==> src/rtl/npc_mem_pkg.sv <==
// Shared definitions for the memory-port arbiter: FSM state encoding,
// master IDs and default bus widths.
package npc_mem_pkg;

  localparam int ADDR_W = 32;
  localparam int DATA_W = 32;
  localparam int MASK_W = 8;

  typedef enum logic [1:0] {
    ST_IDLE = 2'd0,
    ST_REQ  = 2'd1,
    ST_RESP = 2'd2
  } state_e;

  typedef enum logic {
    MID_IFU = 1'b0,
    MID_LSU = 1'b1
  } mid_e;

endpackage

==> src/rtl/mem_arbiter_if.sv <==
// Bus bundle around the arbiter: IFU port, LSU port and memory port.
// The slave modport is the arbiter's view; the master modport is the view of
// the surrounding units (IFU, LSU and memory slave) that drive its inputs.
//
// Handshake rule for every channel: a transfer happens on a rising edge where
// valid and ready are both high; once raised by the arbiter, mem_req_valid
// and the mem_* request fields stay stable until mem_req_ready is seen.
interface mem_arbiter_if
  import npc_mem_pkg::*;
#(
  parameter int AW = ADDR_W,
  parameter int DW = DATA_W,
  parameter int MW = MASK_W
);
  logic          ifu_req_valid;
  logic          ifu_req_ready;
  logic [AW-1:0] ifu_addr;
  logic          ifu_resp_valid;
  logic          ifu_resp_ready;
  logic [DW-1:0] ifu_rdata;

  logic          lsu_req_valid;
  logic          lsu_req_ready;
  logic [AW-1:0] lsu_addr;
  logic [DW-1:0] lsu_wdata;
  logic [MW-1:0] lsu_wmask;
  logic          lsu_wen;
  logic          lsu_resp_valid;
  logic          lsu_resp_ready;
  logic [DW-1:0] lsu_rdata;

  logic          mem_req_valid;
  logic          mem_req_ready;
  logic [AW-1:0] mem_addr;
  logic [DW-1:0] mem_wdata;
  logic [MW-1:0] mem_wmask;
  logic          mem_wen;
  logic          mem_resp_valid;
  logic          mem_resp_ready;
  logic [DW-1:0] mem_rdata;

  logic          busy;

  modport slave (
    input  ifu_req_valid, ifu_addr, ifu_resp_ready,
    output ifu_req_ready, ifu_resp_valid, ifu_rdata,
    input  lsu_req_valid, lsu_addr, lsu_wdata, lsu_wmask, lsu_wen, lsu_resp_ready,
    output lsu_req_ready, lsu_resp_valid, lsu_rdata,
    output mem_req_valid, mem_addr, mem_wdata, mem_wmask, mem_wen, mem_resp_ready,
    input  mem_req_ready, mem_resp_valid, mem_rdata,
    output busy
  );

  modport master (
    output ifu_req_valid, ifu_addr, ifu_resp_ready,
    input  ifu_req_ready, ifu_resp_valid, ifu_rdata,
    output lsu_req_valid, lsu_addr, lsu_wdata, lsu_wmask, lsu_wen, lsu_resp_ready,
    input  lsu_req_ready, lsu_resp_valid, lsu_rdata,
    input  mem_req_valid, mem_addr, mem_wdata, mem_wmask, mem_wen, mem_resp_ready,
    output mem_req_ready, mem_resp_valid, mem_rdata,
    input  busy
  );

endinterface

==> src/rtl/arb_pick2.sv <==
// Combinational two-way picker between IFU and LSU.
// Build option ARB_ROUND_ROBIN_EN: ties go to the master not granted last;
// otherwise the LSU always wins ties. Grants are one-hot or zero and are
// only ever raised for a master that is requesting.
module arb_pick2
  import npc_mem_pkg::*;
(
  input  logic ifu_valid,
  input  logic lsu_valid,
`ifdef ARB_ROUND_ROBIN_EN
  input  mid_e last_grant,
`endif
  output logic gnt_ifu,
  output logic gnt_lsu
);

  // Resolve the grant; a lone requester always wins.
  always_comb begin
    gnt_ifu = 1'b0;
    gnt_lsu = 1'b0;
    if (ifu_valid && lsu_valid) begin
`ifdef ARB_ROUND_ROBIN_EN
      gnt_lsu = (last_grant == MID_IFU);
      gnt_ifu = (last_grant == MID_LSU);
`else
      gnt_lsu = 1'b1;
`endif
    end else begin
      gnt_ifu = ifu_valid;
      gnt_lsu = lsu_valid;
    end
  end

endmodule

==> src/rtl/mem_arbiter.sv <==
// Two-master arbiter sharing one memory port between IFU (read-only) and
// LSU (read/write). One transaction outstanding at a time:
// IDLE (accept + latch) -> REQ (present to memory) -> RESP (route response).
// Build option ARB_ROUND_ROBIN_EN selects round-robin tie-breaking and adds
// the last_grant register; without it the LSU wins every tie.
module mem_arbiter
  import npc_mem_pkg::*;
(
  input  logic            clk,
  input  logic            rst,
  mem_arbiter_if.slave    bus,
  output state_e          dbg_state
);

  state_e              state_q, state_d;
  mid_e                owner_q, owner_d;
  logic [ADDR_W-1:0]   addr_q,  addr_d;
  logic [DATA_W-1:0]   wdata_q, wdata_d;
  logic [MASK_W-1:0]   wmask_q, wmask_d;
  logic                wen_q,   wen_d;
  logic                gnt_ifu, gnt_lsu;
  logic                owner_resp_ready;
`ifdef ARB_ROUND_ROBIN_EN
  mid_e                last_grant_q, last_grant_d;
`endif

  arb_pick2 u_pick (
    .ifu_valid  (bus.ifu_req_valid),
    .lsu_valid  (bus.lsu_req_valid),
`ifdef ARB_ROUND_ROBIN_EN
    .last_grant (last_grant_q),
`endif
    .gnt_ifu    (gnt_ifu),
    .gnt_lsu    (gnt_lsu)
  );

  // Next-state, field capture and handshake outputs.
  always_comb begin
    state_d            = state_q;
    owner_d            = owner_q;
    addr_d             = addr_q;
    wdata_d            = wdata_q;
    wmask_d            = wmask_q;
    wen_d              = wen_q;
`ifdef ARB_ROUND_ROBIN_EN
    last_grant_d       = last_grant_q;
`endif
    owner_resp_ready   = 1'b0;
    bus.ifu_req_ready  = 1'b0;
    bus.lsu_req_ready  = 1'b0;
    bus.ifu_resp_valid = 1'b0;
    bus.lsu_resp_valid = 1'b0;
    bus.mem_resp_ready = 1'b0;

    case (state_q)
      ST_IDLE: begin
        bus.ifu_req_ready = gnt_ifu;
        bus.lsu_req_ready = gnt_lsu;
        // A grant implies the master is valid, so grant == fire here.
        if (gnt_lsu) begin
          owner_d = MID_LSU;
          addr_d  = bus.lsu_addr;
          wdata_d = bus.lsu_wdata;
          wmask_d = bus.lsu_wmask;
          wen_d   = bus.lsu_wen;
          state_d = ST_REQ;
`ifdef ARB_ROUND_ROBIN_EN
          last_grant_d = MID_LSU;
`endif
        end else if (gnt_ifu) begin
          owner_d = MID_IFU;
          addr_d  = bus.ifu_addr;
          wdata_d = '0;
          wmask_d = '0;
          wen_d   = 1'b0;
          state_d = ST_REQ;
`ifdef ARB_ROUND_ROBIN_EN
          last_grant_d = MID_IFU;
`endif
        end
      end
      ST_REQ: begin
        if (bus.mem_req_ready) state_d = ST_RESP;
      end
      ST_RESP: begin
        owner_resp_ready   = (owner_q == MID_LSU) ? bus.lsu_resp_ready : bus.ifu_resp_ready;
        bus.mem_resp_ready = owner_resp_ready;
        if (owner_q == MID_LSU) bus.lsu_resp_valid = bus.mem_resp_valid;
        else                    bus.ifu_resp_valid = bus.mem_resp_valid;
        if (bus.mem_resp_valid && owner_resp_ready) state_d = ST_IDLE;
      end
      default: state_d = ST_IDLE;
    endcase
  end

  // State and request-field registers; reset drops any in-flight transfer.
  always_ff @(posedge clk or negedge rst) begin
    if (!rst) begin
      state_q      <= ST_IDLE;
      owner_q      <= MID_IFU;
      addr_q       <= '0;
      wdata_q      <= '0;
      wmask_q      <= '0;
      wen_q        <= 1'b0;
`ifdef ARB_ROUND_ROBIN_EN
      last_grant_q <= MID_IFU;
`endif
    end else begin
      state_q      <= state_d;
      owner_q      <= owner_d;
      addr_q       <= addr_d;
      wdata_q      <= wdata_d;
      wmask_q      <= wmask_d;
      wen_q        <= wen_d;
`ifdef ARB_ROUND_ROBIN_EN
      last_grant_q <= last_grant_d;
`endif
    end
  end

  assign bus.mem_req_valid = (state_q == ST_REQ);
  assign bus.mem_addr      = addr_q;
  assign bus.mem_wdata     = wdata_q;
  assign bus.mem_wmask     = wmask_q;
  assign bus.mem_wen       = wen_q;
  assign bus.ifu_rdata     = bus.mem_rdata;
  assign bus.lsu_rdata     = bus.mem_rdata;
  assign bus.busy          = (state_q != ST_IDLE);
  assign dbg_state         = state_q;

endmodule

==> src/flat_wrapper.sv <==
// flat-port wrapper written by rule: the top's interface ports become plain ports
module mem_arbiter_flat import npc_mem_pkg::*;
  (clk, rst, dbg_state, bus_ifu_req_valid, bus_ifu_addr, bus_ifu_resp_ready, bus_ifu_req_ready, bus_ifu_resp_valid, bus_ifu_rdata, bus_lsu_req_valid, bus_lsu_addr, bus_lsu_wdata, bus_lsu_wmask, bus_lsu_wen, bus_lsu_resp_ready, bus_lsu_req_ready, bus_lsu_resp_valid, bus_lsu_rdata, bus_mem_req_valid, bus_mem_addr, bus_mem_wdata, bus_mem_wmask, bus_mem_wen, bus_mem_resp_ready, bus_mem_req_ready, bus_mem_resp_valid, bus_mem_rdata, bus_busy);
  mem_arbiter_if bus_i ();
  input  logic clk;
  input  logic rst;
  output state_e dbg_state;
  input wire logic [$bits(bus_i.ifu_req_valid)-1:0] bus_ifu_req_valid;
  input wire logic [$bits(bus_i.ifu_addr)-1:0] bus_ifu_addr;
  input wire logic [$bits(bus_i.ifu_resp_ready)-1:0] bus_ifu_resp_ready;
  output wire logic [$bits(bus_i.ifu_req_ready)-1:0] bus_ifu_req_ready;
  output wire logic [$bits(bus_i.ifu_resp_valid)-1:0] bus_ifu_resp_valid;
  output wire logic [$bits(bus_i.ifu_rdata)-1:0] bus_ifu_rdata;
  input wire logic [$bits(bus_i.lsu_req_valid)-1:0] bus_lsu_req_valid;
  input wire logic [$bits(bus_i.lsu_addr)-1:0] bus_lsu_addr;
  input wire logic [$bits(bus_i.lsu_wdata)-1:0] bus_lsu_wdata;
  input wire logic [$bits(bus_i.lsu_wmask)-1:0] bus_lsu_wmask;
  input wire logic [$bits(bus_i.lsu_wen)-1:0] bus_lsu_wen;
  input wire logic [$bits(bus_i.lsu_resp_ready)-1:0] bus_lsu_resp_ready;
  output wire logic [$bits(bus_i.lsu_req_ready)-1:0] bus_lsu_req_ready;
  output wire logic [$bits(bus_i.lsu_resp_valid)-1:0] bus_lsu_resp_valid;
  output wire logic [$bits(bus_i.lsu_rdata)-1:0] bus_lsu_rdata;
  output wire logic [$bits(bus_i.mem_req_valid)-1:0] bus_mem_req_valid;
  output wire logic [$bits(bus_i.mem_addr)-1:0] bus_mem_addr;
  output wire logic [$bits(bus_i.mem_wdata)-1:0] bus_mem_wdata;
  output wire logic [$bits(bus_i.mem_wmask)-1:0] bus_mem_wmask;
  output wire logic [$bits(bus_i.mem_wen)-1:0] bus_mem_wen;
  output wire logic [$bits(bus_i.mem_resp_ready)-1:0] bus_mem_resp_ready;
  input wire logic [$bits(bus_i.mem_req_ready)-1:0] bus_mem_req_ready;
  input wire logic [$bits(bus_i.mem_resp_valid)-1:0] bus_mem_resp_valid;
  input wire logic [$bits(bus_i.mem_rdata)-1:0] bus_mem_rdata;
  output wire logic [$bits(bus_i.busy)-1:0] bus_busy;
  assign bus_i.ifu_req_valid = bus_ifu_req_valid;
  assign bus_i.ifu_addr = bus_ifu_addr;
  assign bus_i.ifu_resp_ready = bus_ifu_resp_ready;
  assign bus_ifu_req_ready = bus_i.ifu_req_ready;
  assign bus_ifu_resp_valid = bus_i.ifu_resp_valid;
  assign bus_ifu_rdata = bus_i.ifu_rdata;
  assign bus_i.lsu_req_valid = bus_lsu_req_valid;
  assign bus_i.lsu_addr = bus_lsu_addr;
  assign bus_i.lsu_wdata = bus_lsu_wdata;
  assign bus_i.lsu_wmask = bus_lsu_wmask;
  assign bus_i.lsu_wen = bus_lsu_wen;
  assign bus_i.lsu_resp_ready = bus_lsu_resp_ready;
  assign bus_lsu_req_ready = bus_i.lsu_req_ready;
  assign bus_lsu_resp_valid = bus_i.lsu_resp_valid;
  assign bus_lsu_rdata = bus_i.lsu_rdata;
  assign bus_mem_req_valid = bus_i.mem_req_valid;
  assign bus_mem_addr = bus_i.mem_addr;
  assign bus_mem_wdata = bus_i.mem_wdata;
  assign bus_mem_wmask = bus_i.mem_wmask;
  assign bus_mem_wen = bus_i.mem_wen;
  assign bus_mem_resp_ready = bus_i.mem_resp_ready;
  assign bus_i.mem_req_ready = bus_mem_req_ready;
  assign bus_i.mem_resp_valid = bus_mem_resp_valid;
  assign bus_i.mem_rdata = bus_mem_rdata;
  assign bus_busy = bus_i.busy;
  mem_arbiter u_core (.clk(clk), .rst(rst), .bus(bus_i), .dbg_state(dbg_state));
endmodule
==> config.mk <==
export PLATFORM = sky130hd
export DESIGN_NAME = mem_arbiter_flat
export DESIGN_NICKNAME = d
export VERILOG_FILES = /design/src/rtl/npc_mem_pkg.sv /design/src/rtl/mem_arbiter_if.sv /design/src/rtl/arb_pick2.sv /design/src/rtl/mem_arbiter.sv /design/src/flat_wrapper.sv
export SDC_FILE = /design/constraint.sdc
export NUM_CORES = 1
export LEC_CHECK = 0
export BUFFER_PORTS_ARGS = -buffer_cell sky130_fd_sc_hd__buf_2
export CAP_MARGIN = 30
export CORE_AREA = 5 5 111 113
export CTS_BUF_LIST = sky130_fd_sc_hd__clkbuf_4 sky130_fd_sc_hd__clkbuf_8
export DETAILED_ROUTE_END_ITERATION = 8
export DIE_AREA = 0 0 116 118
export PLACE_DENSITY = 0.73
export SKIP_LAST_GASP = 1
export SLEW_MARGIN = 10
export SYNTH_ARGS = -nofsm -noshare
export SYNTH_HDL_FRONTEND = slang
export SYNTH_SLANG_ARGS = --single-unit
==> constraint.sdc <==
create_clock -name clk -period 1.2 [get_ports clk]
set_input_delay 0.06 -clock clk [delete_from_list [all_inputs] [get_ports clk]]
set_output_delay 0.06 -clock clk [all_outputs]
set_load 0.03 [all_outputs]
==> summary.txt <==
Status
  – Run status: finished with violations
  – Violations in the final reports: negative setup slack

CTS
  – Largest buffer count on any clock path: 2
  – Clock tree from TritonCTS: done
  – Clock slew at reported path FFs: 0.08 ns
  – Worst-skew pair later-pin latency: 0.33 ns
  – Clock buffers created by TritonCTS: 9
  – Clock root buffer: clkbuf_8
  – Total clock sinks: 76
  – Maximum level of the CTS H-tree: 3

Finish
  – Number of antenna repair diodes: 0
  – Commonest cells after routing, fill and taps aside: buf_2, dfrtp_1, dlygate4sd3_1, a22o_1, mux2_2
  – Most common cell after layout, fill and taps aside: buf_2
  – Synthesis-to-finish area growth: 44.27%
  – Ratio of cells with drive above 1 in the final layout: 0.6408
  – Net total in the final layout: 616
  – Fillers: 959

Setup path
  – Signal arrival time at the worst endpoint: 1.67 ns
  – Source of the critical timing path: u_core.dbg_state[1]
  – Slowest cell on the critical path: dfrtp_2
  – Delay of the slowest critical-path stage: 0.43 ns
  – Required @ worst endpoint: 1.42 ns
  – Launch point of the worst reg-to-reg path: u_core.dbg_state[1]
  – Endpoint class of the critical path: flop
  – Critical Path Source Type: flop
  – Internal reg-to-reg setup slack: -0.25 ns
  – Type of the worst setup path: flop to flop
  – Cells along the critical path: nor2_4, buf_6, o21ai_4, buf_12, mux2_4
  – Highest fanout seen on the critical path: 26

Timing
  – Part of the cycle the worst path needs: 1.208
  – Measured slew at the worst slew-check pin: 0.3980 ns
  – Clock skew after layout: 0.009463 ns
  – Post-route worst hold slack: 0.04189 ns
  – Shortest clock period the worst path allows after layout: 1.449 ns
  – Final setup margin: -0.2491 ns
  – Setup repair after global routing missed its margin: true
  – Final setup fails: 81
  – Hold Fails Final Rpt: 0
  – Number of max-slew violations in the final report: 0
  – Top achievable clock speed: 690.1 MHz
  – Relative slew margins: 0.7347

GRT
  – Maximum number of pins on one net before global-route repair: 77
  – Global-route wire length before repair: 16.62 mm
  – Via count of the first global-routing pass: 3279
  – Overall routing resource usage: 0.1541
  – Final global-route overflow total: 0
  – Initial antenna violation count: 0

Yosys
  – Number of synthesized flops with an enable pin: 0
  – Share of synthesized area occupied by flip-flops and latches: 0.5007
  – Biggest area consumer among synthesized cells: dfrtp_1
  – Dominant register cell in the synthesized netlist: dfrtp_1
  – #FFs+latches synth: 76
  – Top post-synthesis cells by area: dfrtp_1, buf_4, mux2_2
  – Total standard cell area after synthesis: 3799 um2
  – Mapped Nets: 424
  – Yosys synthesis warning count: 0
  – Synthesized netlist cell count: 279
  – Area share of the largest cell type after synthesis: 0.5007
  – Mean area per synthesized cell: 13.62 um2
  – Async set-reset flop share out of synthesis: 1.000
  – Yosys cell types: 22

Flow run
  – # Max-Cap Violations: 0

Die
  – DIE AREA: 13690 um2
  – Floorplan row count: 39
  – X dimension of the die: 116 um
  – Ports: 291
  – Vertical die dimension: 118 um
  – Std-Cell Core Area: 11220 um2
  – Initial Utilization: 0.3385

Routing
  – Detailed-route vias per instance: 4.745
  – First-pass DRT Iterations: 4
  – DRC: 0
  – Final ANT Viol Nets: 0
  – Number of DRC violations after detailed-routing iteration 0: 71
  – Total detailed-routing wirelength: 10.98 mm
  – Per-cell routed wire length: 17.73 um
  – Via total after detailed routing: 2937

Placed design
  – Placer's final routability congestion estimate: 0.7441
  – Count of port buffers added during placement: 194
  – Detailed-placement wirelength estimate: 7.131 mm
  – Pre-CTS setup slack: -0.08668 ns

Power and ir drop
  – Power per Cell Area: 2745 nW/um2
  – Static leakage power: 0.002832 uW
  – Highest ir drop seen on vdd: 0.001359 V

Min path
  – Type of the tightest min-delay check: primary input to flop
  – Hold Startpoint: bus_mem_resp_valid
-- what timing repair did --
item                                    CTS  global route
endpoints found under the hold margin   119             0
pin swaps                                 5             2
hold buffers                             43             0
setup buffers                             5             2
gates cloned                              6             1
endpoints found under the setup margin   79            81
resized for setup                        33             5
-- power breakdown --
part / switching (uW) / leakage [uW] / internal [uW]
Sequential: 695 / 0.000932 / 3750
Clock: 928 / 0.000122 / 1340
Combinational: 4630 / 0.00178 / 3700
Total: 6250 / 0.00283 / 8790
-- Yosys cell counts (all sizes together) (2+ instances only) --
cell    number
a22o        41
buf         81
dfrtp       76
inv          2
mux2        64
nand2b       2
nor2         3
o21ai        2
-- cells by family after synthesis --
family / after synthesis / synth area share
compound gates: 45 / 0.1024
buf+inv: 83 / 0.1696
flops: 76 / 0.5007
mux: 65 / 0.2101
simple gates: 10 / 0.01713
-- routing by layer --
layer	GRT usage	wire [um]	up-vias
li1	-	-	1307
met1	0.1572	3775	1414
met2	0.2856	5880	180
met3	0.05501	1091	36
met4	0.05004	228	0
met5	0	0	-
-- through the flow --
stage	power (uW)	setup TNS, ns	cells	util	area (um2)
final	15040	-16.28	619	0.4883	5480
after floorplan	9794	-8.400	279	-	3817
after CTS	15030	-15.16	617	0.4842	5434
after global placement	11340	-2.702	547	0.3993	4482
after global routing	15790	-22.00	619	0.4883	5480
after detailed placement	11490	-4.370	547	0.3993	4482
-- layout make-up --
class,instances,area [um2],share of cell area
Multi-Input combinational cell,120,1290,0.2354
Timing Repair Buffer,262,1864,0.3402
Clock inverter,4,70.07,0.01279
Inverter,2,7.507,0.001370
Clock buffer,12,165.2,0.03014
Tap cell,143,178.9,0.03265
Sequential cell,76,1904,0.3475
-- final timing paths --
path,to,cells past startpoint
worst max-delay path,u_core.bus.mem_addr[15],5
worst min-delay path,u_core.dbg_state[1],3
worst max register to register,u_core.bus.mem_addr[15],5
worst min register to register,u_core.bus.mem_wdata[15],1
max in group asynchronous,u_core.dbg_state[0],3
min in group asynchronous,u_core.bus.mem_wdata[24],3
-- sequential cells by signal, indices dropped and copies added, names as in the netlist --
| name | flops |
|---|---|
| u_core.bus.mem_wen | 1 |
| u_core.owner_q | 1 |
| u_core.bus.mem_wdata | 32 |
| u_core.dbg_state | 2 |
| u_core.bus.mem_wmask | 8 |
| u_core.bus.mem_addr | 32 |
-- critical path: cells and delay by family (launching register included) --
kind                   cells  cell delay [ns]
muxes                      1             0.31
buffers and inverters      2             0.32
AOI/OAI and AO/OA          1             0.10
and+or+nand+nor            1             0.16
DFF                        1             0.43
No activity file was read; power rests on OpenSTA's default activity.
